[src/rtl/sc_down_speed_counter.sv]
// rtl/sc_down_speed_counter.sv - prescaled down counter with load, start, pause and done pulse
module sc_down_speed_counter #(
    parameter int          DATAWIDTH = 8,
    parameter int unsigned PRESCALE  = 50000000
) (
    input  logic                 CLOCK_50,
    input  logic                 RESET_InHigh,
    input  logic                 CLEAR_InLow,
    input  logic                 LOAD_InLow,
    input  logic                 START_InLow,
    input  logic                 PAUSE_InLow,
    input  logic [DATAWIDTH-1:0] data_InBUS,
    output logic [DATAWIDTH-1:0] data_OutBUS,
    output logic                 running_Out,
    output logic                 done_Out,
    output logic                 zero_Out
);

    localparam int PSW = (PRESCALE > 1) ? $clog2(PRESCALE) : 1;
    localparam logic [PSW-1:0] PS_LAST = PSW'(PRESCALE - 1);

    typedef enum logic [1:0] {
        ST_IDLE  = 2'd0,
        ST_RUN   = 2'd1,
        ST_PAUSE = 2'd2,
        ST_DONE  = 2'd3
    } state_t;

    state_t               r_state;
    logic [DATAWIDTH-1:0] r_count;
    logic [PSW-1:0]       r_ps;
    logic                 r_done;
    logic                 r_running;

    state_t               w_state_next;
    logic [DATAWIDTH-1:0] w_count_next;
    logic [PSW-1:0]       w_ps_next;
    logic                 w_done_next;

    always_ff @(posedge CLOCK_50) begin
        if (RESET_InHigh) begin
            r_state   <= ST_IDLE;
            r_count   <= '0;
            r_ps      <= '0;
            r_done    <= 1'b0;
            r_running <= 1'b0;
        end else begin
            r_state   <= w_state_next;
            r_count   <= w_count_next;
            r_ps      <= w_ps_next;
            r_done    <= w_done_next;
            r_running <= (w_state_next == ST_RUN);
        end
    end

    // Clear beats load beats the state machine; inside RUN, pause beats stepping.
    always_comb begin
        w_state_next = r_state;
        w_count_next = r_count;
        w_ps_next    = r_ps;
        w_done_next  = 1'b0;

        if (!CLEAR_InLow) begin
            w_state_next = ST_IDLE;
            w_count_next = '0;
            w_ps_next    = '0;
        end else if (!LOAD_InLow) begin
            w_state_next = ST_IDLE;
            w_count_next = data_InBUS;
            w_ps_next    = '0;
        end else begin
            case (r_state)
                ST_IDLE: begin
                    if (!START_InLow && (r_count != '0)) begin
                        w_state_next = ST_RUN;
                        w_ps_next    = '0;
                    end
                end
                ST_RUN: begin
                    if (!PAUSE_InLow) begin
                        w_state_next = ST_PAUSE;
                    end else if (r_ps == PS_LAST) begin
                        w_ps_next = '0;
                        if (r_count != '0) begin
                            w_count_next = r_count - DATAWIDTH'(1);
                            if (r_count == DATAWIDTH'(1)) begin
                                w_state_next = ST_DONE;
                                w_done_next  = 1'b1;
                            end
                        end
                    end else begin
                        w_ps_next = r_ps + PSW'(1);
                    end
                end
                ST_PAUSE: begin
                    if (!START_InLow && PAUSE_InLow) begin
                        w_state_next = ST_RUN;
                    end
                end
                default: begin
                    w_state_next = ST_DONE;
                end
            endcase
        end
    end

    assign data_OutBUS = r_count;
    assign running_Out = r_running;
    assign done_Out    = r_done;
    assign zero_Out    = (r_count == '0);

endmodule

[config.mk]
export PLATFORM = sky130hd
export DESIGN_NAME = sc_down_speed_counter
export DESIGN_NICKNAME = d
export VERILOG_FILES = /design/src/rtl/sc_down_speed_counter.sv
export SDC_FILE = /design/constraint.sdc
export NUM_CORES = 1
export LEC_CHECK = 0
export CELL_PAD_IN_SITES_DETAIL_PLACEMENT = 2
export CELL_PAD_IN_SITES_GLOBAL_PLACEMENT = 2
export CORE_ASPECT_RATIO = 2
export CORE_MARGIN = 3
export CORE_UTILIZATION = 30
export CTS_BUF_LIST = sky130_fd_sc_hd__clkbuf_4 sky130_fd_sc_hd__clkbuf_8
export DETAILED_ROUTE_END_ITERATION = 8
export GPL_TIMING_DRIVEN = 0
export PLACE_DENSITY_LB_ADDON = 0.1
export SLEW_MARGIN = 20
export SYNTH_ARGS = -nofsm -noshare
export SYNTH_HDL_FRONTEND = slang
export SYNTH_SLANG_ARGS = --single-unit
[constraint.sdc]
create_clock -name CLOCK_50 -period 3.1 [get_ports CLOCK_50]
set_input_delay 0.62 -clock CLOCK_50 [delete_from_list [all_inputs] [get_ports CLOCK_50]]
set_output_delay 0.62 -clock CLOCK_50 [all_outputs]
set_load 0.005 [all_outputs]
Word level (Yosys, flattened, before mapping)
Cells that the tools add are included.
{"block": "op_classes", "n_addsub": 2, "multipliers": 0, "div_mod_pow": 0, "magnitude_cmp": 0, "n_eq_ne": 11, "shifts": 0, "n_mux": 19, "bitwise": 6, "reduce_logical": 12}
{"cell": "two-way mux 26 bit", "count": 3}
{"cell": "case mux 26 bit (2 select lines)", "count": 1}
{"cell": "two-way mux 8 bit", "count": 5}
{"cell": "adder 26 x 1 -> 26 bit (second input constant)", "count": 1}
{"cell": "equality test 26 bit (second input constant)", "count": 1}
{"cell": "two-way mux 2 bit", "count": 8}
{"cell": "equality test 8 x 1 -> 1 bit (second input constant)", "count": 1}
{"cell": "logical NOT 8 bit", "count": 1}
{"cell": "inequality test 2 x 1 -> 1 bit (second input constant)", "count": 4}
{"cell": "nonzero test 8 bit", "count": 1}
{"cell": "subtractor 8 x 1 -> 8 bit (second input constant)", "count": 1}
{"cell": "OR reduction 7 bit", "count": 1}
{"cell": "NOT 1 bit", "count": 6}
{"cell": "case mux 2 bit (3 select lines)", "count": 1}
{"cell": "equality test 2 x 1 -> 1 bit (second input constant)", "count": 2}
{"cell": "inequality test 2 bit (second input constant)", "count": 2}
{"cell": "AND reduction 4 bit", "count": 1}
{"cell": "AND reduction 3 bit", "count": 1}
{"cell": "OR reduction 3 bit", "count": 1}
{"cell": "equality test 2 bit (second input constant)", "count": 1}
{"cell": "logical AND 1 bit", "count": 2}
{"cell": "logical NOT 2 bit", "count": 1}
{"cell": "nonzero test 2 bit", "count": 1}
{"cell": "OR reduction 2 bit", "count": 1}
{"cell": "2 further kinds", "count": 2}
{"block": "totals", "ff_bits": 38, "latch_bits": 0, "ram_bits": 0, "romBits": 0, "input_bits": 14, "output_inout_bits": 11, "elab_cells": 55, "n_memories": 0}

Logic depth before layout (Yosys ltp)
{"block": "logic_depth", "word_depth": 9, "mapped_depth": 8, "depth_no_buf": 7}

Least setup slack after synthesis
OpenSTA, ideal clock, no wires.
{"block": "synth_timing", "path_kind": "flip-flop to flip-flop", "from": "register r_ps[10]", "to": "register r_count[3] (netlist: data_OutBUS[3])", "setup_ps": 74, "t_arrival_ps": 2610, "required_time_ps": 3026, "slack_ps": 416, "path_stages_with_launch": 7, "n_path_buf": 1, "synth_period_minus_slack_ps": 2684, "path_cell_list": "dfxtp_1 -> or4_1 -> or4_1 -> buf_2 -> or4_4 -> or4_1 -> a31oi_1"}
{"block": "synth_via", "elab_chain_len": 3}
{"item": "start: declaration", "line": "31", "source": "logic [PSW-1:0] r_ps;"}
{"item": "start signal: assignment", "line": "50", "source": "r_ps <= w_ps_next;"}
{"item": "equality test 26 bit", "line": "82", "source": "end else if (r_ps == PS_LAST) begin"}
{"item": "inequality test 2 x 1 -> 1 bit (no source line)"}
{"item": "AND reduction 4 bit (no source line)"}
{"item": "end signal: assignment", "line": "49", "source": "r_count <= w_count_next;"}
{"item": "end: declaration", "line": "30", "source": "logic [DATAWIDTH-1:0] r_count;"}
No other way between the ends.
A chain may end at the register's enable or synchronous reset.

Worst setup path after layout
{"block": "layout_timing", "from": "input port PAUSE_InLow", "to": "register r_count[3] (netlist: data_OutBUS[3])"}
{"block": "layout_via", "elab_chain_len": 2}
{"item": "start: declaration", "line": "11", "source": "input logic PAUSE_InLow,"}
{"item": "inequality test 2 x 1 -> 1 bit (no source line)"}
{"item": "AND reduction 4 bit (no source line)"}
No other way between the ends.

==> summary.txt <==
status - complete, no violations
Maximum Capacitance Violations - 0
number of global-route vias before repair - 2281
Die ar. - 8140 sq um
Core Area - 6730 sq um
Setup Skew - 0.0105 ns
drt pass-1 iters - 4
Worst-Margin Slew - 0.739 ns
TritonCTS buffer count - 5
DR vias - 2059
top post-synthesis cells by area - dfxtp_1, xnor2_1, nor2_1
Gate power share - 11.0%
H-tree depth - 2
CP cell instances - clkdlybuf4s50_1, and3b_1, buf_1, o21ai_2, or4_4, or4_1, a31oi_1
Port Buffer Count - 23
gr ovfl total - 0
Max FO, Critical Path - 8
CTS resizes - 1
Hold-fix buffers, CTS - 0
post-CTS setup repair buffer count - 0
RSZ-0062 raised after global routing - false
CTS root buf - clkbuf_8
share of cells above drive strength 1 - 7.72%
initial antenna violation count - 0
design area - 2550 sq um
Max Clk Rate - 345 MHz
largest net degree at the start of global routing - 12
DRC viols - 0
slowest stage delay, CP - 0.60 ns
clock network latency to the later pin of the worst-skew pair - 0.30 ns
worst endpoint required time - 3.34 ns
total track usage - 18.5%
Syn Std Cell Area - 2110 sq um
CTS tree - done
critical path class - primary input to flip-flop
Netlist cell types - 51
sequential power share - 50.8%
worst setup margin - 0.205 ns
top cell type's share of synthesized area - 36.0%
Synth Flop Type - dfxtp_1
post-synth top area cell - dfxtp_1
Slowest-stage cell, CP - or4_4
clock-pin slew of the registers on the worst-case setup and hold paths - 0.08 ns
final hold vios - 0
Setup Viol. Count Final - 0
Max Root-Sink Buffers - 2
Syn. warnings - 0
Avg Cell Area, Syn - 8.31 sq um
# IOs - 25
Async SR Flop Fraction - 0%
initial DRC count - 61
dpl cell area - 2450 sq um
Peak VDD IR - 0.244 mV
Seq/Total Area, Yosys - 36.0%
nets - 302
CP Launch Type - primary input
post-DR wirelength/cell - 18.8 um
Bufs and invs on worst path - 2
switching pwr - 254 uW
Filler cells - 830
final RePlAce weighted congestion - 0.786
final number of max-transition violations - 0
sw frac - 25.8%
Starting Density - 31.4%
Die Span Y - 125 um
Clock power frac - 38.2%
Worst Setup End Kind - flip-flop
Crit path depth - 7
dpl hpwl - 5580 um
hold path depth - 2
Area Growth Syn to Fin - 20.8%
Synth Instances - 254
pre-CTS setup slack - -0.142 ns
Die W - 65.3 um
Pleak - 0.000768 uW
most frequent cell after synthesis - dfxtp_1
post-DR vias/cell - 5.52
final antenna-violating net count - 0
max_slew headroom - 49.4%
Hold Crit Class - flip-flop to flip-flop
Tmin final - 2.89 ns
CP top delay family - simple AND/OR/NAND/NOR gates
clock sinks - 38
first-pass GRT wire length - 11700 um
PwrDens - 385 nW/um^2
number of synthesized flops with an enable pin - 0
ANT cells - 0
WP data arrival - 3.13 ns
flops & latches, synth - 38
internal power - 729 uW
Reg2Reg Depth - 7
Routed WL - 7010 um
Synth Net Count - 272
Std-Cell Rows - 42
top post-synthesis cells by count - dfxtp_1, nor2_1, xnor2_1
crit share post-route - 93.4%
## power by group through the flow
stage	combinational, uW	sequential (uW)	clock, uW
2_1_floorplan	54.7	510	0
3_3_place_gp	107	510	0
3_5_place_dp	110	511	0
4_1_cts	111	499	396
5_1_grt	120	500	412
6_report	108	499	375
## area by class of cell
class	instances	area [sq um]	area share, %
Buffer	15	70.1	2.75
Clock buffer	7	90.1	3.53
Clock inverter	1	5.00	0.196
Inverter	7	26.3	1.03
Multi-Input combinational cell	194	1260	49.3
Sequential cell	38	761	29.8
Tap cell	88	110	4.32
Timing Repair Buffer	23	230	9.03
## cells in the final DEF, fill, tap and decap left out, types with 6 or more instances in the layout
cell             instances
a2111oi_0                9
a21oi_1                 12
clkbuf_1                 9
clkbuf_8                 6
clkdlybuf4s50_1         23
dfxtp_1                 38
inv_1                    7
nand2_1                 15
nand3_1                 10
nand4_1                  6
nor2_1                  27
nor3_1                   6
o21ai_0                 12
or3_1                    6
xnor2_1                 19
## per-layer routing
layer / vias to the layer above / wire, um / global-route usage [%]
met5: - / 0 / 0
li1: 988 / - / -
met3: 8 / 149 / 2.62
met2: 33 / 4350 / 38.3
met1: 1030 / 2370 / 16.8
met4: 0 / 145 / 6.60
## cells by family after synthesis
family                   after synthesis  synth area share, %
AO/OA/AOI/OAI                         61                 19.6
XOR/XNOR                              24                 9.96
AND/OR/NAND/NOR                      105                 27.5
buffers and inverters                 22                 4.56
flip-flops                            38                 36.0
adder cells (fa/ha/maj)                4                 2.37
## sequential cells by signal, summed over array words and instances, names as in the netlist
signal / count
data_OutBUS: 8
done_Out: 1
r_ps: 26
r_state: 2
running_Out: 1
## stage by stage
step / TNS, ns / std cells / utilization [%] / hold slack, ns / power, uW
finish: 0 / 373 / 37.9 / 0.484 / 983
global route: 0 / 373 / 37.9 / 0.526 / 1030
CTS: 0 / 373 / 37.9 / 0.487 / 1010
detailed placement: -2.11 / 365 / 36.4 / 0.475 / 621
global placement: -1.42 / 365 / 36.4 / 0.461 / 618
floorplan: 0 / 254 / - / 0.444 / 564
## final timing paths
kind | startpoint | endpoint | slack [ns]
setup / recovery | PAUSE_InLow | data_OutBUS[3]$_SDFFE_PP0P_ | 0.21
hold / removal | r_ps[1]$_SDFFE_PP0P_ | r_ps[1]$_SDFFE_PP0P_ | 0.48
setup reg to reg | r_ps[10]$_SDFFE_PP0P_ | r_ps[10]$_SDFFE_PP0P_ | 0.23
hold reg to reg | r_ps[1]$_SDFFE_PP0P_ | r_ps[1]$_SDFFE_PP0P_ | 0.48
## worst register-to-register path: stages (launching register included)
cell      delay (ns)
dfxtp_1         0.38
or4_1           0.54
or4_1           0.51
buf_2           0.18
o21ba_2         0.26
o21ai_2         0.35
clkbuf_1        0.43
nor2_1          0.10
No activity file was read; power rests on OpenSTA's default activity.
